### config.mk
export PLATFORM = sky130hd
export DESIGN_NAME = sync_fifo_ctrl_flat
export DESIGN_NICKNAME = d
export VERILOG_FILES = /design/src/rtl/sync_fifo_ctrl_if.sv /design/src/rtl/sync_fifo_ctrl.sv /design/src/flat_wrapper.sv
export SDC_FILE = /design/constraint.sdc
export NUM_CORES = 1
export LEC_CHECK = 0
export ABC_AREA = 1
export BUFFER_PORTS_ARGS = -buffer_cell sky130_fd_sc_hd__buf_2
export CAP_MARGIN = 20
export CORE_AREA = 2 2 98 171
export DETAILED_ROUTE_END_ITERATION = 16
export DIE_AREA = 0 0 100 173
export MAX_ROUTING_LAYER = met4
export REMOVE_ABC_BUFFERS = 1
export SETUP_SLACK_MARGIN = 0.2
export SLEW_MARGIN = 40
export SYNTH_ARGS = -nofsm -noshare
export SYNTH_HDL_FRONTEND = slang
export SYNTH_SLANG_ARGS = --single-unit
### constraint.sdc
create_clock -name clk -period 4.8 [get_ports clk]
set_clock_uncertainty 0.1 [all_clocks]
set_input_delay 0.48 -clock clk [delete_from_list [all_inputs] [get_ports clk]]
set_output_delay 0.48 -clock clk [all_outputs]
set_load 0.1 [all_outputs]
### src/rtl/sync_fifo_ctrl_if.sv
// Producer/consumer bundle for sync_fifo_ctrl; the FIFO connects on the slave modport,
// the surrounding logic (producer + consumer) on the master modport.
interface sync_fifo_ctrl_if #(
    parameter int DATA_W = 8,
    parameter int ADDR_W = 4
);
    logic              flush;
    logic              w_enable;
    logic [DATA_W-1:0] w_data;
    logic              r_enable;
    logic [DATA_W-1:0] r_data;
    logic              r_valid;
    logic              w_full;
    logic              r_empty;
    logic              almost_full;
    logic              almost_empty;
    logic [ADDR_W:0]   count;
    logic              write_error;
    logic              read_error;

    modport master (
        output flush, w_enable, w_data, r_enable,
        input  r_data, r_valid, w_full, r_empty, almost_full, almost_empty,
               count, write_error, read_error
    );

    modport slave (
        input  flush, w_enable, w_data, r_enable,
        output r_data, r_valid, w_full, r_empty, almost_full, almost_empty,
               count, write_error, read_error
    );
endinterface

### src/rtl/sync_fifo_ctrl.sv
// Single-clock FIFO with occupancy count, almost-full/empty thresholds and synchronous flush.
// Define SYNC_FIFO_FWFT_EN for first-word-fall-through reads; default is a registered read.
module sync_fifo_ctrl #(
    parameter int DATA_W    = 8,
    parameter int ADDR_W    = 4,
    parameter int AFULL_TH  = 12,
    parameter int AEMPTY_TH = 2
) (
    input logic             clk,
    input logic             rst,
    sync_fifo_ctrl_if.slave bus
);
    localparam int              DEPTH     = 1 << ADDR_W;
    localparam logic [ADDR_W:0] DEPTH_C   = (ADDR_W + 1)'(DEPTH);
    localparam logic [ADDR_W:0] AFULL_C   = (ADDR_W + 1)'(AFULL_TH);
    localparam logic [ADDR_W:0] AEMPTY_C  = (ADDR_W + 1)'(AEMPTY_TH);
    localparam logic [ADDR_W:0] CNT_ONE   = (ADDR_W + 1)'(1);
    localparam logic [ADDR_W-1:0] PTR_ONE = ADDR_W'(1);

    logic [DATA_W-1:0] mem_q [DEPTH];
    logic [ADDR_W-1:0] wptr_q, wptr_d;
    logic [ADDR_W-1:0] rptr_q, rptr_d;
    logic [ADDR_W:0]   count_q, count_d;
    logic              write_error_q, write_error_d;
    logic              read_error_q, read_error_d;
    logic              full, empty;
    logic              wr_acc, rd_acc;

    // Full/empty come from the registered count, so pointer equality never needs disambiguating.
    assign full  = (count_q == DEPTH_C);
    assign empty = (count_q == '0);

    always_comb begin
        // NOTE: every combinational output gets a default first so no path infers a latch.
        wr_acc        = 1'b0;
        rd_acc        = 1'b0;
        write_error_d = 1'b0;
        read_error_d  = 1'b0;
        if (!bus.flush) begin
            wr_acc        = bus.w_enable && !full;
            rd_acc        = bus.r_enable && !empty;
            write_error_d = bus.w_enable && full;
            read_error_d  = bus.r_enable && empty;
        end
    end

    always_comb begin
        wptr_d  = wptr_q;
        rptr_d  = rptr_q;
        count_d = count_q;
        if (bus.flush) begin
            wptr_d  = '0;
            rptr_d  = '0;
            count_d = '0;
        end else begin
            if (wr_acc) wptr_d = wptr_q + PTR_ONE;
            if (rd_acc) rptr_d = rptr_q + PTR_ONE;
            unique case ({wr_acc, rd_acc})
                2'b10:   count_d = count_q + CNT_ONE;
                2'b01:   count_d = count_q - CNT_ONE;
                default: count_d = count_q;
            endcase
        end
    end

    always_ff @(posedge clk) begin
        // NOTE: sequential state uses non-blocking assignments so all registers see pre-edge values.
        if (rst) begin
            wptr_q        <= '0;
            rptr_q        <= '0;
            count_q       <= '0;
            write_error_q <= 1'b0;
            read_error_q  <= 1'b0;
        end else begin
            wptr_q        <= wptr_d;
            rptr_q        <= rptr_d;
            count_q       <= count_d;
            write_error_q <= write_error_d;
            read_error_q  <= read_error_d;
        end
    end

    // NOTE: the storage array has no reset; an entry is only ever read after it was written.
    always_ff @(posedge clk) begin
        if (!rst && wr_acc) mem_q[wptr_q] <= bus.w_data;
    end

    assign bus.count        = count_q;
    assign bus.w_full       = full;
    assign bus.r_empty      = empty;
    assign bus.almost_full  = (count_q >= AFULL_C);
    assign bus.almost_empty = (count_q <= AEMPTY_C);
    assign bus.write_error  = write_error_q;
    assign bus.read_error   = read_error_q;

`ifdef SYNC_FIFO_FWFT_EN
    // Head word is always presented; r_enable only acknowledges the pop.
    assign bus.r_data  = mem_q[rptr_q];
    assign bus.r_valid = !empty;
`else
    logic [DATA_W-1:0] r_data_q, r_data_d;
    logic              r_valid_q, r_valid_d;

    always_comb begin
        r_data_d  = r_data_q;
        r_valid_d = rd_acc;
        if (rd_acc) r_data_d = mem_q[rptr_q];
    end

    // Flush leaves r_data untouched; only reset clears it.
    always_ff @(posedge clk) begin
        if (rst) begin
            r_data_q  <= '0;
            r_valid_q <= 1'b0;
        end else begin
            r_data_q  <= r_data_d;
            r_valid_q <= r_valid_d;
        end
    end

    assign bus.r_data  = r_data_q;
    assign bus.r_valid = r_valid_q;
`endif
endmodule

### src/flat_wrapper.sv
// flat-port wrapper written by rule: the top's interface ports become plain ports
module sync_fifo_ctrl_flat 
#(
    parameter int DATA_W    = 8,
    parameter int ADDR_W    = 4,
    parameter int AFULL_TH  = 12,
    parameter int AEMPTY_TH = 2
)
  (clk, rst, bus_flush, bus_w_enable, bus_w_data, bus_r_enable, bus_r_data, bus_r_valid, bus_w_full, bus_r_empty, bus_almost_full, bus_almost_empty, bus_count, bus_write_error, bus_read_error);
  sync_fifo_ctrl_if #(.DATA_W(DATA_W), .ADDR_W(ADDR_W)) bus_i ();
  input logic clk;
  input logic rst;
  input wire logic [$bits(bus_i.flush)-1:0] bus_flush;
  input wire logic [$bits(bus_i.w_enable)-1:0] bus_w_enable;
  input wire logic [$bits(bus_i.w_data)-1:0] bus_w_data;
  input wire logic [$bits(bus_i.r_enable)-1:0] bus_r_enable;
  output wire logic [$bits(bus_i.r_data)-1:0] bus_r_data;
  output wire logic [$bits(bus_i.r_valid)-1:0] bus_r_valid;
  output wire logic [$bits(bus_i.w_full)-1:0] bus_w_full;
  output wire logic [$bits(bus_i.r_empty)-1:0] bus_r_empty;
  output wire logic [$bits(bus_i.almost_full)-1:0] bus_almost_full;
  output wire logic [$bits(bus_i.almost_empty)-1:0] bus_almost_empty;
  output wire logic [$bits(bus_i.count)-1:0] bus_count;
  output wire logic [$bits(bus_i.write_error)-1:0] bus_write_error;
  output wire logic [$bits(bus_i.read_error)-1:0] bus_read_error;
  assign bus_i.flush = bus_flush;
  assign bus_i.w_enable = bus_w_enable;
  assign bus_i.w_data = bus_w_data;
  assign bus_i.r_enable = bus_r_enable;
  assign bus_r_data = bus_i.r_data;
  assign bus_r_valid = bus_i.r_valid;
  assign bus_w_full = bus_i.w_full;
  assign bus_r_empty = bus_i.r_empty;
  assign bus_almost_full = bus_i.almost_full;
  assign bus_almost_empty = bus_i.almost_empty;
  assign bus_count = bus_i.count;
  assign bus_write_error = bus_i.write_error;
  assign bus_read_error = bus_i.read_error;
  sync_fifo_ctrl #(.DATA_W(DATA_W), .ADDR_W(ADDR_W), .AFULL_TH(AFULL_TH), .AEMPTY_TH(AEMPTY_TH)) u_core (.clk(clk), .rst(rst), .bus(bus_i));
endmodule
==> flow_metrics.env, run 1 <==
export IMPL_drtAntennaViolNets=0
export IMPL_crit_fanout=9
export IMPL_cts_root_buf="clkbuf_16"
export IMPL_final_common_cell="edfxtp_1"
export IMPL_dieArea_sq_mm=0.01730
export IMPL_status="completed"
export IMPL_synth_top_area_share=0.6171
export IMPL_seq_area_frac_synth=0.6943
export IMPL_syn_inst=529
export IMPL_grt_pass1_wl_mm=21.75
export IMPL_start_util=0.3923
export IMPL_area_growth_pct=14.74
export IMPL_ys_top_cells_by_area="edfxtp_1 (62%), dfxtp_1 (7.7%), nor2_1 (5.2%)"
export IMPL_crit_type="register to register"
export IMPL_finalNonFillerCells=760
export IMPL_finalSetupTns_ns=0
export IMPL_first_pass_iters=5
export IMPL_hold_violations=0
export IMPL_holdBufCountCts=0
export IMPL_viasPerCell=5.411
export IMPL_antenna_found_initial=0
export IMPL_cts_tree="done"
export IMPL_worstSetupEndpointType="register"
export IMPL_rsz0062_at_grt="no"
export IMPL_synth_top_cell_by_area="edfxtp_1"
export IMPL_cellPowerDensity_mw_per_mm2=417.6
export IMPL_core_sq_mm=0.01588
export IMPL_die_h_um=173
export IMPL_setup_viol=0
export IMPL_io_pin_count=33
export IMPL_tightest_slew_ns=0.8299
export IMPL_fin_nets=579
export IMPL_max_freq_mhz=419.4
export IMPL_routabilityCongestion=0.7845
export IMPL_avgRoutedWirePerCell_um=18.49
export IMPL_post_cts_buffers=0
export IMPL_rows=61
export IMPL_start_kind="register"
export IMPL_final_cell_mix="edfxtp_1 (128), nor2_1 (83), o21ai_0 (62)"
export IMPL_cts_sinks=152
export IMPL_p_leak_nw=2.577
export IMPL_grt_pass1_vias=4044
export IMPL_drive_gt1_frac=0.1436
export IMPL_crit_arrival_ns=2.32
export IMPL_grt_overflow=0
export IMPL_drv_cap=0
export IMPL_insertion_delay_ns=0.41
export IMPL_hold_path_class="input pin to register"
export IMPL_first_iter_violations=242
export IMPL_antenna_cells=0
export IMPL_period_minus_slack_ns=2.384
export IMPL_ctsResizeCount=0
export IMPL_synth_cell_types=30
export IMPL_io_buffers=32
export IMPL_cts_max_path_buffers=2
export IMPL_ys_warn_count=0
export IMPL_dpl_worst_slack_ns=2.300
export IMPL_grt_max_degree=69
export IMPL_syn_cell_area_sq_mm=0.006228
export IMPL_drc=0
export IMPL_vdd_drop_max_mv=0.2383
export IMPL_period_share=0.4967
export IMPL_h_tree_depth=4
export IMPL_die_w_um=100
export IMPL_via_count=4112
export IMPL_required_ns=4.74
export IMPL_routed_wl_mm=14.05
export IMPL_place_hpwl_mm=9.268
export IMPL_worst_slack_ns=2.416
export IMPL_grt_use_total=0.1727
export IMPL_slew_headroom=0.4447
export IMPL_cts_made_buffers=17
export IMPL_clk_pin_slew_ns=0.06
export IMPL_slew_viol_final=0
export IMPL_avgSynthCellArea_sq_um=11.77
export IMPL_ys_seq_elements=152
export IMPL_dpl_cell_count=728
-- routing by layer --
| metal | global-route usage | share of wire | vias to the layer above |
|---|---|---|---|
| met4 | 0.07477 | 0.026 | 0 |
| met5 | - | 0 | - |
| met2 | 0.3080 | 0.55 | 127 |
| met1 | 0.1835 | 0.38 | 1986 |
| li1 | - | - | 1973 |
| met3 | 0.03153 | 0.040 | 26 |
-- worst max-delay path, stage by stage (launching register included) --
cell	delay (ns)
dfxtp_1	0.50
nor2_2	0.09
nand3_2	0.11
nand2_4	0.09
inv_1	0.14
nand2_1	0.07
inv_1	0.10
nand2_1	0.14
nor2_1	0.66
-- report_power, final --
group | internal (W) | switching [W]
logic | 0.0000374 | 0.000164
registers | 0.00144 | 0.00000810
clock network | 0.000826 | 0.000509
total | 0.00230 | 0.000681
-- worst paths after layout --
| path | startpoint | end | slack (ns) | cells after the start |
|---|---|---|---|---|
| worst max-delay path | u_core.bus.count[1]$_SDFFE_PP0P_ | u_core.mem_q[7][6]$_DFFE_PP_ | 2.42 | 8 |
| worst min-delay path | rst | u_core.bus.write_error$_SDFF_PP0_ | 0.18 | 2 |
| worst max register to register | u_core.bus.count[1]$_SDFFE_PP0P_ | u_core.mem_q[7][6]$_DFFE_PP_ | 2.42 | 8 |
| worst min register to register | u_core.bus.r_data[2]$_SDFFE_PP0N_ | u_core.bus.r_data[2]$_SDFFE_PP0N_ | 0.43 | 4 |
-- synthesized netlist by cell type --
cell type / instances
clkinv_1: 2
o21ai_0: 62
nor2_2: 3
a21oi_1: 11
edfxtp_1: 128
o22ai_1: 12
inv_2: 2
nand2_2: 2
nand2_1: 49
buf_2: 9
nand2_4: 2
ha_1: 8
clkbuf_2: 2
nand3_1: 20
dfxtp_1: 24
clkbuf_1: 13
nor3b_1: 1
nand3_2: 3
nor4_1: 3
o211ai_1: 12
inv_1: 34
nor2_1: 87
xor2_1: 4
o21ai_1: 9
o221ai_1: 20
buf_4: 1
nand4_1: 3
xnor2_1: 1
o31ai_1: 1
inv_6: 1
-- sequential cells by signal (all words and copies together), names as in the netlist --
register / count
u_core.bus.count: 5
u_core.rptr_q: 4
u_core.bus.r_data: 8
u_core.bus.write_error: 1
u_core.bus.r_valid: 1
u_core.mem_q: 128
u_core.wptr_q: 4
u_core.bus.read_error: 1
-- logic make-up (layout without fill, tap and decap cells) --
group / after synthesis / in the layout / share of synthesized area
adders and majority gates: 8 / 8 / 0.01607
and+or+nand+nor: 173 / 173 / 0.1187
xor gates and xnor gates: 5 / 5 / 0.007031
AOI/OAI and AO/OA: 127 / 127 / 0.1217
buffers and inverters: 64 / 106 / 0.04219
DFF: 152 / 152 / 0.6943
-- per-stage QoR --
step                hold WS [ns]  area [sq um]    util  total power (W)
floorplan                 0.3867          6117       -         0.001623
global placement          0.4201          6538  0.4118         0.001678
detailed placement        0.4207          6540  0.4120         0.001679
CTS                       0.1626          7137  0.4496         0.003002
global route              0.1782          7147  0.4502         0.003070
finish                    0.1786          7147  0.4502         0.002985
-- layout make-up --
cell class	instances	area, sq um
fill	1464	8728
sequential	152	4325
multi-input combinational	313	1652
clock buffer	19	442.9
tap	189	236.5
timing repair buffer	35	182.7
clock inverter	13	153.9
inverter	39	153.9
Note: power is estimated with default switching activity, not from simulation.
==> inputs of run 2 (changes only) <==
ABC_AREA = 0   (was 1)
clock period = 1.98 ns   (was 4.8 ns; I/O delays follow)
==> flow_metrics.env, run 2 <==
export IMPL_status="did not finish"
export IMPL_haltStage="5_2_route"
export IMPL_firstError="[ERROR DRT-0255] Maze Route cannot find path of net clk in worker of routeBox ( 48300 0 ) ( 100000 48300 )."
export IMPL_die_h_um=173
export IMPL_cts_sinks=152
export IMPL_worstEpCategory="sequential cell input"
export IMPL_syn_cell_area_sq_mm=0.006267
export IMPL_synth_ff_type="edfxtp_1"
export IMPL_io_pin_count=33
export IMPL_cts_max_path_buffers=2
export IMPL_rows=61
export IMPL_die_w_um=100
export IMPL_io_buffers=32
export IMPL_h_tree_depth=4
export IMPL_cts_made_buffers=17
export IMPL_synth_edf_count=128
export IMPL_synth_most_common_cell="edfxtp_1"
export IMPL_grt_overflow=0
export IMPL_antenna_found_initial=0
export IMPL_worst_endpoint="u_core.bus.count[4]$_SDFFE_PP0P_/D"
export IMPL_grt_pass1_vias=3818
export IMPL_place_hpwl_mm=9.326
export IMPL_grt_pass1_wl_mm=21.87
export IMPL_avgSynthCellArea_sq_um=17.75
export IMPL_grt_max_degree=35
export IMPL_ys_top_cells_by_area="edfxtp_1 (61%), mux4_2 (11%), dfxtp_1 (7.7%)"
export IMPL_grt_use_total=0.1773
export IMPL_seq_area_frac_synth=0.6900
export IMPL_cts_root_buf="clkbuf_16"
export IMPL_ys_seq_elements=152
export IMPL_postPlaceCellArea_sq_mm=0.007049
export IMPL_ys_warn_count=0
export IMPL_start_util=0.3948
export IMPL_async_flop_share=0
export IMPL_synth_common_cells="edfxtp_1 (128), mux4_2 (32), nor2_1 (27)"
export IMPL_synth_top_area_share=0.6133
export IMPL_synth_cell_types=49
export IMPL_syn_inst=353
export IMPL_routabilityCongestion=0.8897
export IMPL_synth_top_cell_by_area="edfxtp_1"
export IMPL_holdBufCountCts=0
==> run 2: cell count changes after synthesis, moves of 20 or more <==
cell      previous run  this run
inv_1               34         4
mux4_2               0        32
nand2_1             49        10
nor2_1              87        27
o21ai_0             62         0
o221ai_1            20         0
==> run 2: timing repair <==
action	in CTS	in global routing
pin swaps	15	15
gates resized for setup	91	22
setup endpoints to repair	144	147
cloned	0	0
buffers inserted	15	5
==> run 2: cell families after synthesis <==
kind of cell,count (synthesis),share of synthesized area
AOI/OAI and AO/OA,33,0.05171
xor gates and xnor gates,7,0.009783
adders and majority gates,8,0.01597
buffers and inverters,27,0.02356
DFF,152,0.6900
muxes,50,0.1437
and+or+nand+nor,76,0.06528
==> run 2: routing by layer <==
layer,GRT usage
met1,0.1793
met2,0.3342
met3,0.02870
met4,0.06507
met5,-
==> run 2: through the flow <==
step           setup TNS, ns  setup WS, ns  hold WS (ns)  cells  utilization
5_1_grt               -9.978       -0.6350       0.04257    663       0.5237
4_1_cts               -1.536       -0.4845       0.01560    658       0.5154
3_5_place_dp          -8.519       -0.6182        0.3920    611       0.4440
3_3_place_gp          -7.113       -0.5488        0.3942    611       0.4440
2_1_floorplan         -89.22        -1.395        0.1704    331            -
==> inputs of run 3 (changes only) <==
CORE_AREA = 2 2 162 164   (was 2 2 98 171)
DIE_AREA = 0 0 164 166   (was 0 0 100 173)
MAX_ROUTING_LAYER = default   (was met4)
PLACE_DENSITY_LB_ADDON = 0.15   (was default)
SETUP_SLACK_MARGIN = default   (was 0.2)
clock period = 2.57 ns   (was 1.98 ns; I/O delays follow)
==> flow_metrics.env, run 3 <==
export IMPL_largest_register="u_core.mem_q"
export IMPL_syn_inst=353
export IMPL_io_buffers=32
export IMPL_ys_warn_count=0
export IMPL_period_minus_slack_ns=2.455
export IMPL_place_hpwl_mm=9.225
export IMPL_async_flop_share=0
export IMPL_avgRoutedWirePerCell_um=18.92
export IMPL_crit_type="register to register"
export IMPL_finalNonFillerCells=766
export IMPL_cts_sinks=152
export IMPL_dieArea_sq_mm=0.02722
export IMPL_cts_made_buffers=17
export IMPL_finalPower_w=0.005340
export IMPL_grt_use_total=0.1119
export IMPL_avgSynthCellArea_sq_um=17.75
export IMPL_seq_area_frac_synth=0.6900
export IMPL_hold_path_class="input pin to register"
export IMPL_dpl_worst_slack_ns=0.01800
export IMPL_crit_fanout=10
export IMPL_die_w_um=164
export IMPL_area_growth_pct=22.10
export IMPL_start_util=0.2447
export IMPL_p_leak_nw=2.529
export IMPL_fin_util=0.2987
export IMPL_synth_top_area_share=0.6133
export IMPL_routed_wl_mm=14.49
export IMPL_first_pass_iters=6
export IMPL_fill_cells=2519
export IMPL_fin_nets=439
export IMPL_required_ns=2.77
export IMPL_final_cell_mix="edfxtp_1 (128), buf_4 (33), mux4_2 (32), buf_2 (32), nor2_1 (27)"
export IMPL_period_share=0.9554
export IMPL_via_count=3332
export IMPL_largest_reg_flops=128
export IMPL_final_common_cell="edfxtp_1"
export IMPL_rows=59
export IMPL_io_pin_count=33
export IMPL_worstSetupEndpointType="register"
export IMPL_grt_pass1_vias=3437
export IMPL_insertion_delay_ns=0.42
export IMPL_synth_top_cell_by_area="edfxtp_1"
export IMPL_viasPerCell=4.350
export IMPL_grt_max_degree=35
export IMPL_slew_viol_final=0
export IMPL_synth_common_cells="edfxtp_1 (128), mux4_2 (32), nor2_1 (27)"
export IMPL_holdBufCountCts=0
export IMPL_max_freq_mhz=407.3
export IMPL_vdd_drop_max_mv=0.3701
export IMPL_tightest_slew_ns=0.6295
export IMPL_synth_most_common_cell="edfxtp_1"
export IMPL_setup_viol=0
export IMPL_status="completed"
export IMPL_dpl_cell_count=734
export IMPL_cts_root_buf="clkbuf_16"
export IMPL_worst_slack_ns=0.1146
export IMPL_slew_headroom=0.5795
export IMPL_synth_ff_type="edfxtp_1"
export IMPL_crit_arrival_ns=2.66
export IMPL_core_sq_mm=0.02562
export IMPL_drtAntennaViolNets=0
export IMPL_post_cts_buffers=0
export IMPL_cellPowerDensity_mw_per_mm2=697.8
export IMPL_ys_top_cells_by_area="edfxtp_1 (61%), mux4_2 (11%), dfxtp_1 (7.7%)"
export IMPL_cts_tree="done"
export IMPL_cts_max_path_buffers=2
export IMPL_grt_overflow=0
export IMPL_routabilityCongestion=0.8098
export IMPL_grt_pass1_wl_mm=21.80
export IMPL_synth_cell_types=49
export IMPL_antenna_found_initial=0
export IMPL_die_h_um=166
export IMPL_first_iter_violations=179
export IMPL_antenna_cells=0
export IMPL_drv_cap=0
export IMPL_h_tree_depth=4
export IMPL_drive_gt1_frac=0.3596
export IMPL_start_kind="register"
export IMPL_synth_edf_count=128
export IMPL_syn_cell_area_sq_mm=0.006267
export IMPL_ys_seq_elements=152
export IMPL_clk_pin_slew_ns=0.07
export IMPL_drc=0
export IMPL_hold_violations=0
## run 3: cell counts after synthesis
No cell type changed its count.
## run 3: worst max-delay path, cell delays in order, from the launching register on
cell	delay (ns)
dfxtp_1	0.32
or3_4	0.40
o21ai_4	0.15
inv_2	0.05
ha_2	0.21
buf_6	0.14
xor2_1	0.14
ha_2	0.20
o211a_1	0.24
o311ai_1	0.27
o41ai_1	0.11
## run 3: final cells by class
cell class	count	area (sq um)	area share
flip-flops and latches	152	4325	0.5652
multi-input cells	174	1824	0.2384
repair buffers	68	459.2	0.06001
clock buffers	17	425.4	0.05559
well taps	335	419.2	0.05477
clock inverters	15	180.2	0.02354
inverters	5	18.77	0.002453
## run 3: what timing repair did
item | CTS | global route
endpoints found under the setup margin | 0 | 2
gates resized for setup | 0 | 6
hold endpoints to repair | 0 | 0
## run 3: cells by family after synthesis
group,Yosys count,share of synthesized area
adders and majority gates,8,0.01597
and+or+nand+nor,76,0.06528
AOI/OAI and AO/OA,33,0.05171
xor gates and xnor gates,7,0.009783
buffers and inverters,27,0.02356
muxes,50,0.1437
DFF,152,0.6900
## run 3: where the power goes
group	switching [W]	internal (W)
clock network	0.00111	0.00139
logic	0.000112	0.0000448
registers	0.00000461	0.00268
## run 3: path summary, 6_finish.rpt
path,cells past startpoint,slack [ns],startpoint,end
min reg2reg,2,0.42,u_core.bus.r_data[0]$_SDFFE_PP0N_,u_core.bus.r_data[0]$_SDFFE_PP0N_
min,3,0.05,rst,u_core.bus.write_error$_SDFF_PP0_
max reg2reg,10,0.11,u_core.bus.count[4]$_SDFFE_PP0P_,u_core.bus.count[4]$_SDFFE_PP0P_
max,10,0.11,u_core.bus.count[4]$_SDFFE_PP0P_,u_core.bus.count[4]$_SDFFE_PP0P_
## run 3: metal layers
metal	GRT usage	routed length [um]	part of all wire
met1	0.1469	6500	0.45
met2	0.1838	7331	0.51
met3	0.02123	412	0.028
met4	0.04043	245	0.017
met5	0	0	0
## run 3: stage by stage
step / instance area (sq um) / hold slack [ns] / TNS [ns]
3_3_place_gp: 7014 / 0.3969 / 0
4_1_cts: 7620 / 0.03757 / 0
3_5_place_dp: 7014 / 0.3931 / 0
6_report: 7652 / 0.05233 / 0
5_1_grt: 7652 / 0.05825 / -0.009527
2_1_floorplan: 6138 / 0.2294 / -9.226
